$ cat config.mk
export PLATFORM = sky130hd
export DESIGN_NAME = alu_pipe_flat
export DESIGN_NICKNAME = d
export VERILOG_FILES = /design/src/rtl/alu_pkg.sv /design/src/rtl/alu_pipe_if.sv /design/src/rtl/alu_cla_group.sv /design/src/rtl/alu_pipe.sv /design/src/flat_wrapper.sv
export SDC_FILE = /design/constraint.sdc
export NUM_CORES = 1
export LEC_CHECK = 0
export ABC_AREA = 1
export BUFFER_PORTS_ARGS = -buffer_cell sky130_fd_sc_hd__buf_2
export CAP_MARGIN = 10
export CORE_UTILIZATION = 25
export CTS_BUF_LIST = sky130_fd_sc_hd__clkbuf_8
export DETAILED_ROUTE_END_ITERATION = 10
export PLACE_DENSITY_LB_ADDON = 0.15
export SYNTH_ARGS = -nofsm -noshare
export SYNTH_HDL_FRONTEND = slang
export SYNTH_HIERARCHICAL = 1
export SYNTH_SLANG_ARGS = --single-unit
export TNS_END_PERCENT = 100
$ cat constraint.sdc
create_clock -name clk -period 3.58 [get_ports clk]
set_input_delay 0.358 -clock clk [delete_from_list [all_inputs] [get_ports clk]]
set_output_delay 0.358 -clock clk [all_outputs]
set_load 0.03 [all_outputs]
$ cat src/rtl/alu_pkg.sv
// Shared op encodings, FSM states and decode helpers for the pipelined ALU.
package alu_pkg;

    localparam logic [2:0] OP_AND  = 3'b000;
    localparam logic [2:0] OP_OR   = 3'b001;
    localparam logic [2:0] OP_ADD  = 3'b010;
    localparam logic [2:0] OP_SLTU = 3'b011;
    localparam logic [2:0] OP_NOR  = 3'b100;
    localparam logic [2:0] OP_MUL  = 3'b101;
    localparam logic [2:0] OP_SUB  = 3'b110;
    localparam logic [2:0] OP_SLT  = 3'b111;

    typedef enum logic {ST_IDLE, ST_MUL} state_e;

    // Ops that run the adder as a + ~b + 1
    function automatic logic op_inverts_b(input logic [2:0] op);
        return (op == OP_SUB) || (op == OP_SLT) || (op == OP_SLTU);
    endfunction

endpackage

$ cat src/rtl/alu_pipe_if.sv
// Request/response handshake bundle between operand fetch, ALU and writeback.
interface alu_pipe_if #(parameter int WIDTH = 32);

    logic             in_valid;
    logic             in_ready;
    logic [2:0]       op;
    logic [WIDTH-1:0] a;
    logic [WIDTH-1:0] b;
    logic             out_valid;
    logic             out_ready;
    logic [WIDTH-1:0] result;
    logic             cout;
    logic             overflow;
    logic             zero;
    logic             negative;
    logic             op_err;

    modport master (
        output in_valid, op, a, b, out_ready,
        input  in_ready, out_valid, result, cout, overflow, zero, negative, op_err
    );

    modport slave (
        input  in_valid, op, a, b, out_ready,
        output in_ready, out_valid, result, cout, overflow, zero, negative, op_err
    );

endinterface

$ cat src/rtl/alu_cla_group.sv
// 4-bit carry-lookahead slice: sum plus group generate/propagate for the
// inter-group carry chain, and the carry into bit 3 for overflow detection.
module alu_cla_group (
    input  logic [3:0] a_i,
    input  logic [3:0] b_i,
    input  logic       cin_i,
    output logic [3:0] sum_o,
    output logic       g_o,
    output logic       p_o,
    output logic       c3_o
);

    logic [3:0] g;
    logic [3:0] p;
    logic [3:0] c;

    assign g = a_i & b_i;
    assign p = a_i ^ b_i;

    assign c[0] = cin_i;
    assign c[1] = g[0] | (p[0] & cin_i);
    assign c[2] = g[1] | (p[1] & g[0]) | (p[1] & p[0] & cin_i);
    assign c[3] = g[2] | (p[2] & g[1]) | (p[2] & p[1] & g[0]) | (p[2] & p[1] & p[0] & cin_i);

    assign sum_o = p ^ c;
    assign g_o   = g[3] | (p[3] & g[2]) | (p[3] & p[2] & g[1]) | (p[3] & p[2] & p[1] & g[0]);
    assign p_o   = &p;
    assign c3_o  = c[3];

endmodule

$ cat src/rtl/alu_pipe.sv
// Registered ALU with valid/ready handshakes; single-cycle logic/arith ops and
// an iterative shift-add multiply that holds off new requests while it runs.
module alu_pipe #(
    parameter int WIDTH  = 32,
    parameter bit MUL_EN = 1'b1
) (
    input logic       clk,
    input logic       rst_n,
    alu_pipe_if.slave bus
);
    import alu_pkg::*;

    localparam int NG = WIDTH / 4;
    localparam int CW = $clog2(WIDTH);

    state_e             state_q, state_d;
    logic [2*WIDTH-1:0] mcand_q, acc_q, acc_nxt;
    logic [WIDTH-1:0]   mplier_q;
    logic [CW-1:0]      cnt_q;

    logic [WIDTH-1:0]   result_q, b_eff, sum, res_d, wr_res;
    logic               out_valid_q, cout_q, ovf_q, zero_q, neg_q, err_q;
    logic               cout_d, ovf_d, err_d, wr_cout, wr_ovf, wr_err;
    logic               sub_mode, add_cout, add_ovf, c_msb;
    logic [NG:0]        gc;
    logic [NG-1:0]      gg, gp;
    logic               in_ready, accept, is_mul, start_mul, mul_done;

    // Adder: cascade of CLA groups, group carries rippled via g/p
    assign sub_mode = op_inverts_b(bus.op);
    assign b_eff    = sub_mode ? ~bus.b : bus.b;
    assign gc[0]    = sub_mode;

    for (genvar k = 0; k < NG; k++) begin : g_grp
        if (k == NG - 1) begin : g_top
            alu_cla_group u_grp (
                .a_i(bus.a[4*k +: 4]), .b_i(b_eff[4*k +: 4]), .cin_i(gc[k]),
                .sum_o(sum[4*k +: 4]), .g_o(gg[k]), .p_o(gp[k]), .c3_o(c_msb)
            );
        end else begin : g_low
            logic c3_unused;
            alu_cla_group u_grp (
                .a_i(bus.a[4*k +: 4]), .b_i(b_eff[4*k +: 4]), .cin_i(gc[k]),
                .sum_o(sum[4*k +: 4]), .g_o(gg[k]), .p_o(gp[k]), .c3_o(c3_unused)
            );
        end
        assign gc[k+1] = gg[k] | (gp[k] & gc[k]);
    end

    assign add_cout = gc[NG];
    assign add_ovf  = c_msb ^ add_cout;

    // Handshake decode
    assign is_mul    = MUL_EN && (bus.op == OP_MUL);
    assign accept    = bus.in_valid & in_ready;
    assign start_mul = accept & is_mul;
    assign mul_done  = (state_q == ST_MUL) && (cnt_q == CW'(WIDTH - 1));
    assign acc_nxt   = mplier_q[0] ? acc_q + mcand_q : acc_q;

    // Single-cycle result and flag selection
    always_comb begin
        res_d  = '0;
        cout_d = 1'b0;
        ovf_d  = 1'b0;
        err_d  = 1'b0;
        case (bus.op)
            OP_AND:  res_d = bus.a & bus.b;
            OP_OR:   res_d = bus.a | bus.b;
            OP_NOR:  res_d = ~(bus.a | bus.b);
            OP_ADD, OP_SUB: begin
                res_d  = sum;
                cout_d = add_cout;
                ovf_d  = add_ovf;
            end
            OP_SLT:  res_d = {{(WIDTH-1){1'b0}}, sum[WIDTH-1] ^ add_ovf};
            OP_SLTU: res_d = {{(WIDTH-1){1'b0}}, ~add_cout};
            default: err_d = 1'b1;
        endcase
    end

    // Output register write data: multiply completion or single-cycle op
    always_comb begin
        wr_res  = res_d;
        wr_cout = cout_d;
        wr_ovf  = ovf_d;
        wr_err  = err_d;
        if (mul_done) begin
            wr_res  = acc_nxt[WIDTH-1:0];
            wr_cout = 1'b0;
            wr_ovf  = |acc_nxt[2*WIDTH-1:WIDTH];
            wr_err  = 1'b0;
        end
    end

    // FSM state register
    always_ff @(posedge clk or negedge rst_n) begin
        if (!rst_n) state_q <= ST_IDLE;
        else        state_q <= state_d;
    end

    // FSM next state
    always_comb begin
        state_d = state_q;
        case (state_q)
            ST_IDLE: if (start_mul) state_d = ST_MUL;
            ST_MUL:  if (mul_done)  state_d = ST_IDLE;
            default: state_d = ST_IDLE;
        endcase
    end

    // FSM output: accept only when idle and the output register is free or draining
    always_comb begin
        in_ready = rst_n && (state_q == ST_IDLE) && (!out_valid_q || bus.out_ready);
    end

    // Multiply datapath: shift-add, one multiplier bit per cycle
    always_ff @(posedge clk or negedge rst_n) begin
        if (!rst_n) begin
            mcand_q  <= '0;
            mplier_q <= '0;
            acc_q    <= '0;
            cnt_q    <= '0;
        end else if (start_mul) begin
            mcand_q  <= {{WIDTH{1'b0}}, bus.a};
            mplier_q <= bus.b;
            acc_q    <= '0;
            cnt_q    <= '0;
        end else if (state_q == ST_MUL) begin
            mcand_q  <= mcand_q << 1;
            mplier_q <= mplier_q >> 1;
            acc_q    <= acc_nxt;
            cnt_q    <= cnt_q + 1'b1;
        end
    end

    // Output register: load on single-cycle accept or multiply finish, clear on drain
    always_ff @(posedge clk or negedge rst_n) begin
        if (!rst_n) begin
            out_valid_q <= 1'b0;
            result_q    <= '0;
            cout_q      <= 1'b0;
            ovf_q       <= 1'b0;
            zero_q      <= 1'b0;
            neg_q       <= 1'b0;
            err_q       <= 1'b0;
        end else if ((accept && !is_mul) || mul_done) begin
            out_valid_q <= 1'b1;
            result_q    <= wr_res;
            cout_q      <= wr_cout;
            ovf_q       <= wr_ovf;
            zero_q      <= (wr_res == '0);
            neg_q       <= wr_res[WIDTH-1];
            err_q       <= wr_err;
        end else if (out_valid_q && bus.out_ready) begin
            out_valid_q <= 1'b0;
        end
    end

    assign bus.in_ready  = in_ready;
    assign bus.out_valid = out_valid_q;
    assign bus.result    = result_q;
    assign bus.cout      = cout_q;
    assign bus.overflow  = ovf_q;
    assign bus.zero      = zero_q;
    assign bus.negative  = neg_q;
    assign bus.op_err    = err_q;

endmodule

$ cat src/flat_wrapper.sv
// flat-port wrapper written by rule: the top's interface ports become plain ports
module alu_pipe_flat import alu_pkg::*;
#(
    parameter int WIDTH  = 32,
    parameter bit MUL_EN = 1'b1
)
  (clk, rst_n, bus_in_valid, bus_op, bus_a, bus_b, bus_out_ready, bus_in_ready, bus_out_valid, bus_result, bus_cout, bus_overflow, bus_zero, bus_negative, bus_op_err);
  alu_pipe_if #(.WIDTH(WIDTH)) bus_i ();
  input logic clk;
  input logic rst_n;
  input wire logic [$bits(bus_i.in_valid)-1:0] bus_in_valid;
  input wire logic [$bits(bus_i.op)-1:0] bus_op;
  input wire logic [$bits(bus_i.a)-1:0] bus_a;
  input wire logic [$bits(bus_i.b)-1:0] bus_b;
  input wire logic [$bits(bus_i.out_ready)-1:0] bus_out_ready;
  output wire logic [$bits(bus_i.in_ready)-1:0] bus_in_ready;
  output wire logic [$bits(bus_i.out_valid)-1:0] bus_out_valid;
  output wire logic [$bits(bus_i.result)-1:0] bus_result;
  output wire logic [$bits(bus_i.cout)-1:0] bus_cout;
  output wire logic [$bits(bus_i.overflow)-1:0] bus_overflow;
  output wire logic [$bits(bus_i.zero)-1:0] bus_zero;
  output wire logic [$bits(bus_i.negative)-1:0] bus_negative;
  output wire logic [$bits(bus_i.op_err)-1:0] bus_op_err;
  assign bus_i.in_valid = bus_in_valid;
  assign bus_i.op = bus_op;
  assign bus_i.a = bus_a;
  assign bus_i.b = bus_b;
  assign bus_i.out_ready = bus_out_ready;
  assign bus_in_ready = bus_i.in_ready;
  assign bus_out_valid = bus_i.out_valid;
  assign bus_result = bus_i.result;
  assign bus_cout = bus_i.cout;
  assign bus_overflow = bus_i.overflow;
  assign bus_zero = bus_i.zero;
  assign bus_negative = bus_i.negative;
  assign bus_op_err = bus_i.op_err;
  alu_pipe #(.WIDTH(WIDTH), .MUL_EN(MUL_EN)) u_core (.clk(clk), .rst_n(rst_n), .bus(bus_i));
endmodule
==> results_dict.tcl <==
set metrics [dict create \
    die_x_um 263.5 \
    dpl_cell_area_sq_um 19790 \
    grt_use_met3 0.02320 \
    drive_above_1_share 0.1673 \
    synth_nets 2738 \
    core-area_sq_um 67400 \
    use_met1 0.2575 \
    stdcell_area_sq_um 21010 \
    arrival_ps 3970 \
    power.density_nw_per_um2 768.9 \
    dieArea_sq_um 69420 \
    pwr-share-clk 0.166 \
    p_leak_nw 10.22 \
    post-synth-top-area-cell "dfrtp_1" \
    cts_tree "done" \
    io_buffers 109 \
    maxCapViolCount 0 \
    ys_seq_elements 203 \
    power.net_switching_mw 8.034 \
    vdd_ir_drop_max_uv 395.0 \
    cts_buffer_depth 3 \
    final_common_cell "nand2_1" \
    htree_levels 2 \
    synth_top_area_frac 0.2972 \
    finalSetupViolCount 0 \
    detail-route-antenna-nets 0 \
    swShare 0.4974 \
    power.internal_mw 8.118 \
    dp_hpwl_um 52020 \
    crit_type "reg2reg" \
    synthCells 2553 \
    grt_pass1_vias 17660 \
    async_flop_share 1.000 \
    hold_path_class "in2reg" \
    cts_sinks 203 \
    path_cells "ha_1 -> a21oi_1 -> o21ai_0 -> a21oi_1 -> a21boi_0 -> o211ai_1 -> nand2_1 -> nand3_1 -> o21ai_0 -> nand2_1 -> nor2_1 -> nand2_1 -> nor2_4 -> nand2_2 -> nand2_1 -> nand2_1" \
    dr.pass1.iters 5 \
    place_congestion 0.9062 \
    fp-row-count 95 \
    slew_viol_final 0 \
    clkSlewWorstSetupHoldPaths_ps 60 \
    crit_path_frequent_cell "nand2_1" \
    seqPwrFrac 0.247 \
    hold_violations 0 \
    p_comb_frac 0.586 \
    ioPinCount 110 \
    synthesis.area_sq_um 17090 \
    fin_util 0.3117 \
    wl_per_cell_um 17.71 \
    ys_warn_count 6 \
    initial_core_util 0.2536 \
    synth_edf_count 0 \
    grt-ovfl-total 0 \
    grt_max_degree 118 \
    cp_max_fo 6 \
    yosysUniqueCellTypes 48 \
    r2r_slack_ps 90 \
    finalCritPeriodShare 0.9739 \
    grt_pass1_wl_um 102300 \
    vias 17820 \
    cts_buffers 43 \
    die_h_um 263.5 \
    startpoint_type "flop" \
    viasPerCell 4.791 \
    fmax_mhz 286.8 \
    slowest_stage "a21boi_0" \
    drc 0 \
    layout_common_cells "601 x nand2_1, 403 x inv_1, 247 x nand3_1, 217 x nor2_1, 201 x dfrtp_1" \
    met2_usage 0.3127 \
    fin_crit_ps 3487 \
    clk_latency_ps 620 \
    worst_pin_slew_ps 900.4 \
    avgSynthCellArea_sq_um 6.695 \
    critPathMaxStageDelay_ps 460 \
    maxSlewHeadroom 0.3997 \
    drt_iter0_drc 1014 \
    grt_busiest_layer "met2" \
    grt_usage 0.1886 \
    outcome "completed" \
    synth_area_leaders "dfrtp_1 30%, nand2_1 13%, inv_1 8.7%, ha_1 7.7%, nand3_1 7.2%" \
    antenna_found_initial 2 \
    drt-total-wl_um 65880 \
    fin_skew_ps 25.55 \
    endpoint_kind "flop" \
    cts_root_buffer "clkbuf_8" \
    area_growth_syn_to_layout_pct 22.91 \
    grt_setup_unrepaired "true" \
    yosysSeqAreaShare 0.2972 \
    synthFlopType "dfrtp_1" \
    nNetsFinal 3002 \
    required_ps 4070 \
]
synthesized netlist by cell type, types with 8 or more instances:
master,n
nand2_1,608
inv_1,397
nand3_1,247
nor2_1,223
dfrtp_1,203
o21ai_0,182
ha_1,105
a21oi_1,88
clkbuf_1,56
xnor2_1,43
o22ai_1,42
nand2_2,38
o221ai_1,32
o2111ai_1,31
a31oi_1,27
nand4_1,26
nor3_1,23
nor2_2,20
xor2_1,20
o21ai_1,16
o21bai_1,16
buf_2,11
o21a_1,10
fa_1,9
o211ai_1,9
buf_1,8
power groups by stage:
stage / sequential, mW / clock [mW] / combinational, mW
6_report: 3.99 / 2.69 / 9.47
2_1_floorplan: 4.12 / 0 / 6.03
5_1_grt: 4.11 / 2.89 / 10.6
3_5_place_dp: 4.02 / 0 / 9.39
3_3_place_gp: 4.01 / 0 / 9.32
4_1_cts: 4.00 / 2.80 / 9.45
worst paths after layout:
check / depth (start not counted) / to / start
min reg2reg: 2 / u_core/bus.result[13] / u_core/bus.result[13]
max: 16 / u_core/bus.overflow / u_core/mcand_q[30]
min in group asynchronous: 3 / u_core/acc_q[30] / rst_n
max in group asynchronous: 4 / u_core/state_q / rst_n
max reg2reg: 16 / u_core/bus.overflow / u_core/mcand_q[30]
min: 3 / u_core/mcand_q[26] / bus_a[26]
kinds of logic (layout without fill, tap and decap cells):
group,after synthesis,count (layout),share of synthesized area
xor gates and xnor gates,63,63,0.03228
AOI/OAI and AO/OA,476,476,0.1681
buffers and inverters,490,783,0.1129
and+or+nand+nor,1207,1207,0.3021
other,0,1,0
adders and majority gates,114,114,0.08741
DFF,203,203,0.2972
critical path, delay by kind of cell, from the launching register on:
| family | cells | cell delay, ps |
|---|---|---|
| and+or+nand+nor | 9 | 940 |
| DFF | 1 | 400 |
| AOI/OAI and AO/OA | 6 | 1610 |
| adders and majority gates | 1 | 390 |
state kept, by name, summed over array words and instances, names as in the netlist, 5 cells and up:
| name | flops |
|---|---|
| u_core/acc_q | 64 |
| u_core/bus.result | 32 |
| u_core/cnt_q | 5 |
| u_core/mcand_q | 64 |
| u_core/mplier_q | 32 |
routing by layer:
metal	share of wire	wire, um	vias to the layer above
li1	-	-	8929
met1	0.47	31060	8436
met2	0.47	30670	384
met3	0.042	2754	73
met4	0.021	1389	0
met5	0	0	-
metrics by stage:
| step | TNS [ps] | power (mW) | worst slack (ps) | hold WS [ps] | cells |
|---|---|---|---|---|---|
| floorplan | -221.4 | 10.14 | -221.4 | 62.41 | 2553 |
| global placement | -1417 | 13.33 | -443.3 | 445.8 | 3627 |
| detailed placement | -1523 | 13.41 | -456.2 | 436.1 | 3627 |
| CTS | 0 | 16.25 | 33.14 | 3.485 | 3711 |
| global route | -117.0 | 17.65 | -96.45 | 40.62 | 3720 |
| finish | 0 | 16.15 | 93.28 | 55.91 | 3720 |
final cells by class:
type | instances | area, sq um
clock buffers | 56 | 770.7
well taps | 873 | 1092
clock inverters | 18 | 136.4
repair buffers | 305 | 2152
flip-flops and latches | 203 | 5082
fillers | 7476 | 46390
diodes | 1 | 2.502
multi-input cells | 1860 | 10250
inverters | 404 | 1524
what timing repair did:
item | in CTS | in global routing
endpoints found under the hold margin | 33 | 0
pin swaps | 0 | 7
gates resized for setup | 4 | 30
buffers inserted | 0 | 8
hold buffers | 10 | 0
setup endpoints to repair | 1 | 14
No activity file was read; power rests on OpenSTA's default activity.
